**src/rtl/seq_det_pkg.sv**
```systemverilog
// Shared types for the serial pattern detector: FSM encoding and
// the configured-length range check.
package seq_det_pkg;

    localparam int LEN_W = 4;

    typedef enum logic [1:0] {
        S_IDLE = 2'd0,
        S_ARM  = 2'd1,
        S_RUN  = 2'd2,
        S_DONE = 2'd3
    } state_t;

    // A stored length is usable when it is 1..max_len.
    function automatic logic len_ok(
        input logic [LEN_W-1:0] len,
        input int unsigned      max_len
    );
        return (len != '0) && ({28'd0, len} <= max_len);
    endfunction

endpackage

```
**src/rtl/seq_match.sv**
```systemverilog
// History shift register, fill counter and masked comparator.
// Ports: i_clear, i_shift, i_x, i_pattern, i_len -> o_hit.
// o_hit is combinational and reflects the history after the
// shift that i_shift will perform on the next edge.
module seq_match
    import seq_det_pkg::*;
#(
    parameter int PAT_W = 8
) (
    input  logic             clk,
    input  logic             rst_n,
    input  logic             i_clear,
    input  logic             i_shift,
    input  logic             i_x,
    input  logic [PAT_W-1:0] i_pattern,
    input  logic [LEN_W-1:0] i_len,
    output logic             o_hit
);

    logic [PAT_W-1:0] r_hist;
    logic [LEN_W-1:0] r_fill;
    logic [PAT_W-1:0] w_hist_nxt;
    logic [LEN_W-1:0] w_fill_nxt;
    logic [PAT_W-1:0] w_mask;

    assign w_hist_nxt = {r_hist[PAT_W-2:0], i_x};
    assign w_fill_nxt = (r_fill < i_len) ? r_fill + LEN_W'(1) : r_fill;

    always_comb begin
        w_mask = '0;
        for (int i = 0; i < PAT_W; i++) begin
            w_mask[i] = (i < int'(i_len));
        end
    end

    assign o_hit = i_shift && (w_fill_nxt >= i_len) &&
                   (((w_hist_nxt ^ i_pattern) & w_mask) == '0);

    always_ff @(posedge clk or negedge rst_n) begin
        if (!rst_n) begin
            r_hist <= '0;
            r_fill <= '0;
        end else if (i_clear) begin
            r_hist <= '0;
            r_fill <= '0;
        end else if (i_shift) begin
            r_hist <= w_hist_nxt;
            r_fill <= w_fill_nxt;
        end
    end

endmodule

```
**src/rtl/seq_det_ctrl.sv**
```systemverilog
// Serial pattern detector control: config regs, FSM, match counter.
// Ports: cfg_* (config), start/stop, x/x_valid -> busy, match,
// match_cnt, done, cfg_err.
module seq_det_ctrl
    import seq_det_pkg::*;
#(
    parameter int PAT_W = 8,
    parameter int CNT_W = 8
) (
    input  logic             clk,
    input  logic             rst_n,
    input  logic             cfg_we,
    input  logic [PAT_W-1:0] cfg_pattern,
    input  logic [LEN_W-1:0] cfg_len,
    input  logic [CNT_W-1:0] cfg_thresh,
    input  logic             start,
    input  logic             stop,
    input  logic             x,
    input  logic             x_valid,
    output logic             busy,
    output logic             match,
    output logic [CNT_W-1:0] match_cnt,
    output logic             done,
    output logic             cfg_err
);

    state_t           r_state;
    state_t           w_state_nxt;
    logic [PAT_W-1:0] r_pat;
    logic [LEN_W-1:0] r_len;
    logic [CNT_W-1:0] r_thresh;
    logic [CNT_W-1:0] r_cnt;
    logic             r_match;
    logic             r_done;
    logic             r_cfg_err;

    logic             w_idle;
    logic             w_run;
    logic             w_clear;
    logic             w_shift;
    logic             w_hit;
    logic             w_len_ok;
    logic             w_start_bad;
    logic [CNT_W-1:0] w_cnt_inc;

    assign w_idle   = (r_state == S_IDLE);
    assign w_run    = (r_state == S_RUN);
    assign w_clear  = (r_state == S_ARM);
    // stop discards the sample that arrives with it
    assign w_shift  = w_run && x_valid && !stop;
    assign w_len_ok = len_ok(r_len, PAT_W);
    assign w_start_bad = w_idle && start && !cfg_we && !w_len_ok;
    assign w_cnt_inc = (&r_cnt) ? r_cnt : r_cnt + CNT_W'(1);

    seq_match #(.PAT_W(PAT_W)) u_match (
        .clk       (clk),
        .rst_n     (rst_n),
        .i_clear   (w_clear),
        .i_shift   (w_shift),
        .i_x       (x),
        .i_pattern (r_pat),
        .i_len     (r_len),
        .o_hit     (w_hit)
    );

    always_comb begin
        w_state_nxt = r_state;
        unique case (r_state)
            S_IDLE: begin
                if (start && !cfg_we && w_len_ok) begin
                    w_state_nxt = S_ARM;
                end
            end
            S_ARM:  w_state_nxt = S_RUN;
            S_RUN: begin
                if (stop) begin
                    w_state_nxt = S_IDLE;
                end else if (w_hit && (r_thresh != '0) &&
                             (w_cnt_inc == r_thresh)) begin
                    w_state_nxt = S_DONE;
                end
            end
            S_DONE: w_state_nxt = S_IDLE;
            default: w_state_nxt = S_IDLE;
        endcase
    end

    always_ff @(posedge clk or negedge rst_n) begin
        if (!rst_n) begin
            r_state   <= S_IDLE;
            r_pat     <= '0;
            r_len     <= LEN_W'(PAT_W);
            r_thresh  <= '0;
            r_cnt     <= '0;
            r_match   <= 1'b0;
            r_done    <= 1'b0;
            r_cfg_err <= 1'b0;
        end else begin
            r_state   <= w_state_nxt;
            r_match   <= w_hit;
            r_done    <= (r_state == S_DONE);
            r_cfg_err <= w_start_bad;
            if (w_idle && cfg_we) begin
                r_pat    <= cfg_pattern;
                r_len    <= cfg_len;
                r_thresh <= cfg_thresh;
            end
            if (w_clear) begin
                r_cnt <= '0;
            end else if (w_hit) begin
                r_cnt <= w_cnt_inc;
            end
        end
    end

    assign busy      = (r_state == S_ARM) || (r_state == S_RUN);
    assign match     = r_match;
    assign match_cnt = r_cnt;
    assign done      = r_done;
    assign cfg_err   = r_cfg_err;

endmodule

```
**config.mk**
```make
export PLATFORM = sky130hd
export DESIGN_NAME = seq_det_ctrl
export DESIGN_NICKNAME = d
export VERILOG_FILES = /design/src/rtl/seq_det_pkg.sv /design/src/rtl/seq_match.sv /design/src/rtl/seq_det_ctrl.sv
export SDC_FILE = /design/constraint.sdc
export NUM_CORES = 1
export LEC_CHECK = 0
export ABC_AREA = 1
export CAP_MARGIN = 20
export CORE_ASPECT_RATIO = 0.5
export CORE_MARGIN = 3
export CORE_UTILIZATION = 40
export CTS_BUF_LIST = sky130_fd_sc_hd__clkbuf_16
export DETAILED_ROUTE_END_ITERATION = 10
export SLEW_MARGIN = 10
export SYNTH_ARGS = -nofsm -noshare
export SYNTH_HDL_FRONTEND = slang
export SYNTH_SLANG_ARGS = --single-unit
```
**constraint.sdc**
```tcl
create_clock -name clk -period 3.2 [get_ports clk]
set_clock_uncertainty 0.05 [all_clocks]
set_input_delay 0.8 -clock clk [delete_from_list [all_inputs] [get_ports clk]]
set_output_delay 0.8 -clock clk [all_outputs]
set_load 0.005 [all_outputs]
```
# Word level (Yosys, flattened, before mapping)
# Index checks and enable logic that the tools add are counted.
dict set report classes {
  add_sub_neg 2
  multipliers 0
  n_div 0
  n_lt_le_gt_ge 11
  eq_ne 6
  shift 0
  mux 12
  bitwise_logic 2
  reduce_logical 25
}
# op count
set op_table {}
lappend op_table {{$mux 8} 3}
lappend op_table {{$lt 3x4->1 const A} 4}
lappend op_table {{$mux 7} 2}
lappend op_table {{$logic_and 1x1->1} 13}
lappend op_table {{$mux 4} 3}
lappend op_table {{$add 8x1->8 const B} 1}
lappend op_table {{$and 8x8->8} 1}
lappend op_table {{$eq 8x8->1} 1}
lappend op_table {{$logic_not 8->1} 1}
lappend op_table {{$lt 1x4->1 const A} 2}
lappend op_table {{$lt 2x4->1 const A} 2}
lappend op_table {{$pmux 2 s4} 1}
lappend op_table {{$reduce_and 8->1} 1}
lappend op_table {{$reduce_bool 8->1} 1}
lappend op_table {{$xor 8x8->8} 1}
lappend op_table {{$mux 2} 3}
lappend op_table {{$add 4x1->4 const B} 1}
lappend op_table {{$eq 2x2->1 const B} 2}
lappend op_table {{$ge 4x4->1} 1}
lappend op_table {{$le 4x4->1 const B} 1}
lappend op_table {{$lt 4x4->1} 1}
lappend op_table {{$reduce_bool 2->1} 2}
lappend op_table {{$reduce_bool 4->1} 1}
lappend op_table {{$logic_not 1->1} 3}
lappend op_table {{6 further kinds} 6}
dict set report totals {
  reg_bits 44
  latch_bits 0
  mem_bits_rw 0
  mem_bits_ro 0
  inputBits 27
  out_inout_bits 12
  mem_count 0
}

# Longest topological paths before layout
# Gate-level depths: netlist of run 1.
dict set report logic_depth {
  word_depth 10
  mapped_depth 21
}

# Hierarchy
# Synthesis of run 1 repeated with hierarchy kept, for this count alone.
dict set report unflattened {
  cells_unflattened 351
  hier_area_um2 2723.9
}
# module n_inst cells_each area_per_inst_um2 seq_area_each_um2
set modules_own_cells {}
lappend modules_own_cells {seq_det_ctrl 1 210 1786.7 827.0}
lappend modules_own_cells {seq_match 1 141 937.1 275.3}

# Worst setup path before layout of run 1
# No wires, ideal clock.
dict set report synth_timing {
  path_kind {reg-to-reg}
  start {reg r_len[3]}
  end {reg r_state[1]}
  arrival_ns 2.816
  t_required_ns 3.033
  path_slack_ns 0.217
  stages_incl_launch_ff 22
  path_buffers 0
  path_cell_list {dfstp_2 inv_1 ha_1 a21oi_1 o21ai_0 nor4_1 xor2_1 inv_1 ha_1 nand2_1 inv_1 o21ai_0 nand3_1 nand2_1 inv_1 nand3_1 nor2_1 nand3_1 nand2_2 nand2_2 nand2_1 nand2_1}
}
dict set report synth_between {
  elab_chain_cells 9
  word_cells_on_any_way 24
  classes_between {11 x order compare; 2 x eq/ne; 1 x mux; 1 x bitwise; 9 x reduce/logical}
}
# item line_no
set synth_rtl {}
lappend synth_rtl {{start: declaration} seq_det_ctrl.sv:30} ;# logic [LEN_W-1:0] r_len;
lappend synth_rtl {{start signal: assignment} seq_det_ctrl.sv:92} ;# r_len <= LEN_W'(PAT_W);
lappend synth_rtl {{start signal: assignment} seq_det_ctrl.sv:105} ;# r_len <= cfg_len;
lappend synth_rtl {{$lt 4x4->1} seq_match.sv:27} ;# assign w_fill_nxt = (r_fill < i_len) ? r_fill + LEN_W'(1) : r_fill;
lappend synth_rtl {{$mux 4} seq_match.sv:27}
lappend synth_rtl {{$ge 4x4->1} seq_match.sv:36} ;# assign o_hit = i_shift && (w_fill_nxt >= i_len) &&
lappend synth_rtl {{$logic_and 1x1->1 (2 in series)} seq_match.sv:36}
lappend synth_rtl {{$logic_and 1x1->1 (2 in series)} seq_det_ctrl.sv:78} ;# end else if (w_hit && (r_thresh != '0) &&
lappend synth_rtl {{$ne 3x2->1 (no line)} -}
lappend synth_rtl {{$reduce_and 2->1 (no line) (*)} -}
lappend synth_rtl {{end signal: assignment} seq_det_ctrl.sv:99} ;# r_state <= w_state_nxt;
lappend synth_rtl {{end: declaration} seq_det_ctrl.sv:27} ;# state_t r_state;
# Mark *: on every way between the ends. The rest lies on a longest branch, timed or not.
# A chain may end at the register's enable or synchronous reset.

# Final worst setup path of run 1
dict set report layout_timing {
  start {reg r_len[3]}
  end {reg r_state[0]}
}
# The elaborated chain is that of the path after synthesis.

==> results.tsv, run 1 <==
stage	metric	value	unit
run_status	status	completed	
floorplanning	DIE AREA	0.00743	mm2
cells_and_area	synthesis-to-layout area growth	31.3	%
placed_design	DP Area	0.00306	mm2
floorplanning	num rows	19	
drt	starting DRC count in detailed routing	111	
yosys	Synth Flop Type	dfrtp_1	
yosys	share of flip-flops with an asynchronous set or reset	100	%
critical_path	CP max FO	3	
critical_path	crit start category	flop	
sta	Final min period	2.98	ns
cells_and_area	most frequent cells in the layout	nand2_1 (61), inv_1 (43), dfrtp_1 (43), clkdlybuf4s50_1 (37), nand3_1 (25)	
floorplanning	starting density of the core	44.0	%
yosys	area share of xor/xnor cells in the synthesized design	5.69	%
placed_design	dpl ws	-0.0191	ns
yosys	Mapped Cells	308	
sta	setup violators final	0	
placed_design	RePlAce Congestion	0.848	
critical_path	Crit path top cell by count	nand2_1	
critical_path	Critical Path RT	3.33	ns
sta	slew margin rel.	34.2	%
clocking	H-tree depth	2	
yosys	Synth Area in Simple Gates	22.4	%
yosys	Ys Warns	0	
sta	Max Slew Vio Count	0	
critical_path	worst path arrival time	3.11	ns
yosys	combinational family with the most area after synthesis	simple AND/OR/NAND/NOR gates	
yosys	Yosys reg bits	44	
global_route	initial antenna violation count	0	
yosys	post-synthesis compound-gate area fraction	9.57	%
cells_and_area	fill count	553	
cells_and_area	share of layout cells above drive strength 1	15.5	%
floorplanning	Die Wd	119	um
sta	setup TNS	0	ns
drt	length of the first detailed-routing pass in iterations	6	
yosys	leading area contributor after synthesis	dfrtp_1	
global_route	Total Routing Usage GR	16.2	%
drt	Avg WL per Cell	13.3	um
yosys	top cell type's share of synthesized area	42.2	%
sta	fmax	0.336	GHz
yosys	Post-synth EDFFs	0	
power	PD cells	689	mW/mm2
critical_path	CP endpoint kind	flop	
sta	Final WS setup	0.223	ns
cells_and_area	nets@finish	402	
min_path	Hold WC Path Type	flop to flop	
yosys	Cell Area, Synth	0.00255	mm2
clocking	clock sink total	44	
critical_path	Slowest-stage cell, CP	dfstp_2	
critical_path	cell family with most CP delay	simple AND/OR/NAND/NOR gates	
flow_run	MaxCap Viol Count	0	
drt	DRT Wirelength	5940	um
clocking	Hold Buf Count CTS	0	
critical_path	slowest stage delay, CP	0.55	ns
power	P_leak	1.62	nW
cells_and_area	antenna diode instance count	0	
placed_design	number of port buffers	38	
yosys	mux contribution to synthesized area	4.42	%
floorplanning	chip height	62.5	um
sta	fin crit share	93.0	%
global_route	global route overflow	0	
yosys	post-synthesis sequential area ratio	43.2	%
sta	Worst Tran Pin Value	0.987	ns
clocking	clk slew on worst S/H paths	0.06	ns
drt	vias	2236	
cells_and_area	commonest non-fill, non-tap cell in the layout	nand2_1	
global_route	first-pass GRT wire length	9780	um
yosys	Area contributors post-synth	dfrtp_1 (42%), nand2_1 (9.1%), ha_1 (6.9%)	
critical_path	WP buf/inv	5	
yosys	Synth Area in Adders	6.87	%
drt	antenna viol nets, final	0	
clocking	CTS tree	yes	
clocking	CTS root buffer	clkbuf_16	
drt	# DRC	0	
clocking	clk_lat worst skew	0.28	ns
global_route	pin count of the biggest net entering global routing	45	
placed_design	post-detail-place hpwl	4300	um
yosys	syn nets	349	
critical_path	crit-path cells	inv_2 -> ha_4 -> nand2_1 -> o21ai_2 -> buf_4 -> nor2_4 -> xor2_2 -> inv_1 -> ha_1 -> nand2_1 -> inv_2 -> nand3_1 -> nand3_1 -> nand2_1 -> inv_2 -> nand3_4 -> nor2_4 -> nand3_2 -> nand2_2 -> nand2_2 -> nand2_1 -> nand2_1	
yosys	Unique masters post-synth	26	
drt	DR vias/cell	5.01	
critical_path	critical path class	flop to flop	
clocking	CTS Buffer Depth	2	
power	overall power	0.00231	W
global_route	vias in the first global route	2207	
floorplanning	Ports	39	
floorplanning	total core area	0.00580	mm2
yosys	Avg Inst Size Synth	8.28	um2
clocking	Num CTS Buffers	5	
sta	Final Hold Violating Endpoints	0	
cells_and_area	post-route cell area	0.00335	mm2
power	maximum VDD drop	415	uV
==> sequential cells by signal, summed over array words and instances, names as in the netlist <==
register	cells
match_cnt	8
r_len	4
r_state	2
done	1
u_match.r_fill	4
u_match.r_hist	7
cfg_err	1
r_thresh	8
match	1
r_pat	8
==> cell usage after synthesis, drive strengths merged (2+ instances only) <==
| master | count |
|---|---|
| mux2 | 10 |
| a21oi | 16 |
| o21ai | 20 |
| nand4 | 2 |
| nand3 | 28 |
| nor2 | 26 |
| clkbuf | 4 |
| xor2 | 11 |
| nand2 | 68 |
| o22ai | 9 |
| dfrtp | 43 |
| xnor2 | 3 |
| nor4 | 2 |
| ha | 14 |
| inv | 45 |
==> power by group <==
| part | internal (W) | switching [W] |
|---|---|---|
| combinational | 0.000407 | 0.000499 |
| clock | 0.000364 | 0.000207 |
| sequential | 0.000714 | 0.000115 |
| total | 0.00149 | 0.000821 |
==> cells by family (layout without fill, tap and decap cells) <==
logic type,after synthesis,after routing
AND/OR/NAND/NOR,128,128
multiplexers,10,10
buffers and inverters,51,105
AO/OA/AOI/OAI,46,46
flip-flops,44,44
XOR/XNOR,15,15
adder cells (fa/ha/maj),14,14
==> metal layers <==
| layer | track usage [%] | vias to the layer above | share of wire, % |
|---|---|---|---|
| li1 | - | 1102 | - |
| met1 | 20.7 | 1064 | 45 |
| met2 | 26.5 | 62 | 48 |
| met3 | 4.88 | 8 | 5.1 |
| met4 | 4.91 | 0 | 1.3 |
| met5 | 0 | - | 0 |
==> worst paths after layout <==
| path | from | end | slack (ns) | cells after the start |
|---|---|---|---|---|
| setup / recovery | r_len[3] | r_state[0] | 0.22 | 22 |
| hold / removal | r_pat[4] | r_pat[4] | 0.48 | 1 |
| setup reg to reg | r_len[3] | r_state[0] | 0.22 | 22 |
| hold reg to reg | r_pat[4] | r_pat[4] | 0.48 | 1 |
| max in group asynchronous | rst_n | r_thresh[2] | 1.86 | 1 |
| min in group asynchronous | rst_n | u_match.r_fill[1] | 0.62 | 1 |
==> worst register-to-register path, cell delays in order (launching register included) <==
cell	delay [ns]
dfstp_2	0.55
inv_2	0.06
ha_4	0.27
nand2_1	0.07
o21ai_2	0.20
buf_4	0.16
nor2_4	0.04
xor2_2	0.18
inv_1	0.06
ha_1	0.27
nand2_1	0.06
inv_2	0.05
nand3_1	0.05
nand3_1	0.08
nand2_1	0.06
inv_2	0.07
nand3_4	0.09
nor2_4	0.13
nand3_2	0.08
nand2_2	0.10
nand2_2	0.06
nand2_1	0.08
nand2_1	0.04
==> timing repair <==
item / CTS / global route
gates resized for setup: 2 / 17
gates cloned: 0 / 0
endpoints found under the setup margin: 6 / 11
pin swaps: 2 / 5
buffers inserted: 4 / 2
==> stage by stage <==
step                hold slack [ns]  cells  utilization [%]
global route                  0.496    446             57.7
finish                        0.475    446             57.7
CTS                           0.478    444             56.1
global placement              0.464    432             52.7
detailed placement            0.464    432             52.7
floorplan                     0.443    308                -
==> layout make-up <==
type	count	area, um2	share of cell area, %
Clock inverter	3	38.8	1.16
Sequential cell	44	1100	32.9
Inverter	46	173	5.16
Timing Repair Buffer	51	473	14.1
Clock buffer	5	125	3.74
Multi-Input combinational cell	213	1330	39.7
Tap cell	84	105	3.14
No activity file was read; power rests on OpenSTA's default activity.
==> inputs of run 2 (changes only) <==
--- a/config.mk
+++ b/config.mk
@@ -12,6 +12,7 @@
 export CORE_UTILIZATION = 40
 export CTS_BUF_LIST = sky130_fd_sc_hd__clkbuf_16
 export DETAILED_ROUTE_END_ITERATION = 10
+export GPL_TIMING_DRIVEN = 1
 export SLEW_MARGIN = 10
 export SYNTH_ARGS = -nofsm -noshare
 export SYNTH_HDL_FRONTEND = slang
==> results of run 2 <==
No change in the layout: final DEF, timing and power equal those of run 1.
==> inputs of run 3 (changes only) <==
--- a/config.mk
+++ b/config.mk
@@ -7,12 +7,16 @@
 export LEC_CHECK = 0
 export ABC_AREA = 1
 export CAP_MARGIN = 20
+export CELL_PAD_IN_SITES_DETAIL_PLACEMENT = 0
+export CELL_PAD_IN_SITES_GLOBAL_PLACEMENT = 1
 export CORE_ASPECT_RATIO = 0.5
 export CORE_MARGIN = 3
 export CORE_UTILIZATION = 40
 export CTS_BUF_LIST = sky130_fd_sc_hd__clkbuf_16
 export DETAILED_ROUTE_END_ITERATION = 10
 export GPL_TIMING_DRIVEN = 1
+export PLACE_DENSITY_LB_ADDON = 0.1
+export REMOVE_ABC_BUFFERS = 1
 export SLEW_MARGIN = 10
 export SYNTH_ARGS = -nofsm -noshare
 export SYNTH_HDL_FRONTEND = slang
==> results.tsv, run 3 (synthesis gave the netlist of run 1 again) <==
stage	metric	value	unit	change
drt	DRT Wirelength	5700	um	was 5940 um
global_route	pin count of the biggest net entering global routing	45		unchanged
critical_path	CP endpoint kind	flop		unchanged
clocking	clk slew on worst S/H paths	0.06	ns	about the same
sta	Final min period	2.96	ns	was 2.98 ns
flow_run	MaxCap Viol Count	0		unchanged
sta	Final Hold Violating Endpoints	0		unchanged
critical_path	worst path arrival time	3.09	ns	was 3.11 ns
cells_and_area	post-route cell area	0.00327	mm2	was 0.00335 mm2
sta	Worst Tran Pin Value	0.431	ns	was 0.987 ns
clocking	Num CTS Buffers	5		unchanged
run_status	status	completed		unchanged
clocking	clock sink total	44		unchanged
placed_design	number of port buffers	38		unchanged
floorplanning	num rows	19		unchanged
critical_path	critical path class	flop to flop		unchanged
critical_path	Crit path top cell by count	nand2_1		unchanged
drt	Avg WL per Cell	13.0	um	was 13.3 um
floorplanning	Die Wd	119	um	unchanged
cells_and_area	share of layout cells above drive strength 1	12.6	%	was 15.5%
drt	antenna viol nets, final	0		unchanged
drt	length of the first detailed-routing pass in iterations	4		was 6
power	P_leak	1.59	nW	was 1.62 nW
clocking	CTS tree	yes		unchanged
sta	fin crit share	92.5	%	was 93.0%
global_route	vias in the first global route	2184		was 2207
floorplanning	Ports	39		unchanged
sta	setup violators final	0		unchanged
global_route	global route overflow	0		unchanged
power	Clk pwr share	25.1	%	was 24.8%
power	Psw	0.000799	W	was 0.000821 W
critical_path	Slowest-stage cell, CP	dfstp_2		unchanged
critical_path	CP max FO	4		was 3
global_route	Total Routing Usage GR	16.5	%	was 16.2%
global_route	initial antenna violation count	0		unchanged
floorplanning	starting density of the core	44.0	%	unchanged
critical_path	Critical Path RT	3.33	ns	about the same
cells_and_area	antenna diode instance count	0		unchanged
drt	DR vias/cell	4.86		was 5.01
power	PD cells	692	mW/mm2	was 689 mW/mm2
cells_and_area	synthesis-to-layout area growth	28.3	%	was 31.3%
clocking	CTS root buffer	clkbuf_16		unchanged
clocking	clk_lat worst skew	0.28	ns	about the same
sta	fmax	0.338	GHz	was 0.336 GHz
sta	slew margin rel.	71.2	%	was 34.2%
global_route	first-pass GRT wire length	9960	um	was 9780 um
clocking	CTS Buffer Depth	2		unchanged
placed_design	post-detail-place hpwl	4330	um	was 4300 um
floorplanning	chip height	62.5	um	unchanged
power	Comb power frac	37.9	%	was 39.3%
drt	# DRC	0		unchanged
sta	Final WS setup	0.239	ns	was 0.223 ns
placed_design	dpl ws	0.0135	ns	was -0.0191 ns
clocking	Hold Buf Count CTS	0		unchanged
floorplanning	DIE AREA	0.00743	mm2	unchanged
critical_path	cell family with most CP delay	simple AND/OR/NAND/NOR gates		unchanged
power	switch share	35.3	%	was 35.6%
sta	Worst Hold Slack	0.387	ns	was 0.475 ns
power	internal power	0.00146	W	was 0.00149 W
sta	Max Slew Vio Count	0		unchanged
critical_path	crit-path cells	inv_2 -> ha_4 -> a21oi_2 -> o21ai_2 -> buf_4 -> nor2_2 -> xor2_1 -> inv_1 -> ha_1 -> nand2_1 -> inv_1 -> o21ai_0 -> nand3_1 -> nand2_1 -> inv_1 -> nand3_2 -> nor2_1 -> nand3_1 -> nand2_2 -> nand2_2 -> nand2_1 -> nand2_1		was inv_2 -> ha_4 -> nand2_1 -> o21ai_2 -> buf_4 -> nor2_4 -> xor2_2 -> inv_1 -> ha_1 -> nand2_1 -> inv_2 -> nand3_1 -> nand3_1 -> nand2_1 -> inv_2 -> nand3_4 -> nor2_4 -> nand3_2 -> nand2_2 -> nand2_2 -> nand2_1 -> nand2_1
power	sequential power share	36.9	%	was 36.0%
cells_and_area	commonest non-fill, non-tap cell in the layout	nand2_1		unchanged
min_path	Hold WC Path Type	primary input to async pin		was flop to flop
placed_design	DP Area	0.00304	mm2	was 0.00306 mm2
placed_design	RePlAce Congestion	0.740		was 0.848
critical_path	crit start category	flop		unchanged
clocking	H-tree depth	2		unchanged
critical_path	WP buf/inv	5		unchanged
drt	vias	2138		was 2236
critical_path	slowest stage delay, CP	0.55	ns	about the same
power	maximum VDD drop	332	uV	was 415 uV
cells_and_area	nets@finish	396		was 402
floorplanning	total core area	0.00580	mm2	unchanged
drt	starting DRC count in detailed routing	63		was 111
cells_and_area	most frequent cells in the layout	nand2_1 (62), inv_1 (43), dfrtp_1 (42), clkdlybuf4s50_1 (37), nand3_1 (26)		was nand2_1 (61), inv_1 (43), dfrtp_1 (43), clkdlybuf4s50_1 (37), nand3_1 (25)
cells_and_area	fill count	550		was 553
-- run 3: metal layers --
metal  track usage [%]  vias to the layer above  wire (um)
li1                  -                     1092          -
met1              21.6                     1016       2740
met2              27.1                       24       2710
met3              3.98                        6        198
met4              4.91                        0         52
met5                 0                        -          0
-- run 3: repair_timing --
action / 4_1_cts / 5_1_grt
buffers inserted: 0 / 1
endpoints found under the setup margin: 0 / 11
resized for setup: 0 / 11
-- run 3: final cells by class --
cell class                      instances  area, um2  share of cell area, %
Clock inverter                          3       37.5                   1.15
Tap cell                               84        105                   3.21
Sequential cell                        44       1100                   33.7
Inverter                               46        173                   5.28
Clock buffer                            5        125                   3.83
Multi-Input combinational cell        213       1290                   39.3
Timing Repair Buffer                   45        440                   13.5
-- run 3: final timing paths --
path	startpoint	to	slack, ns	cells after the start
worst max-delay path	r_len[3]	r_state[0]	0.24	22
worst min-delay path	rst_n	u_match.r_fill[3]	0.39	1
worst max register to register	r_len[3]	r_state[0]	0.24	22
worst min register to register	r_pat[0]	r_pat[0]	0.48	1
max in group asynchronous	rst_n	r_len[3]	2.17	2
min in group clk	r_pat[0]	r_pat[0]	0.48	1
-- run 3: metrics by stage --
step / std cells / utilization (%) / TNS [ns] / total power (W)
2_1_floorplan: 303 / - / 0 / 0.00138
3_3_place_gp: 430 / 52.4 / 0 / 0.00165
6_report: 440 / 56.4 / 0 / 0.00226
4_1_cts: 438 / 55.2 / 0 / 0.00225
3_5_place_dp: 430 / 52.4 / 0 / 0.00167
5_1_grt: 440 / 56.4 / -0.0262 / 0.00248
-- run 3: power groups by stage --
stage                     clock network [W]  logic (W)  registers [W]
after floorplan                           0   0.000574       0.000811
after global placement                    0   0.000807       0.000838
after detailed placement                  0   0.000826       0.000844
after CTS                          0.000582   0.000830       0.000835
after global routing               0.000615    0.00100       0.000860
final                              0.000568   0.000859       0.000836
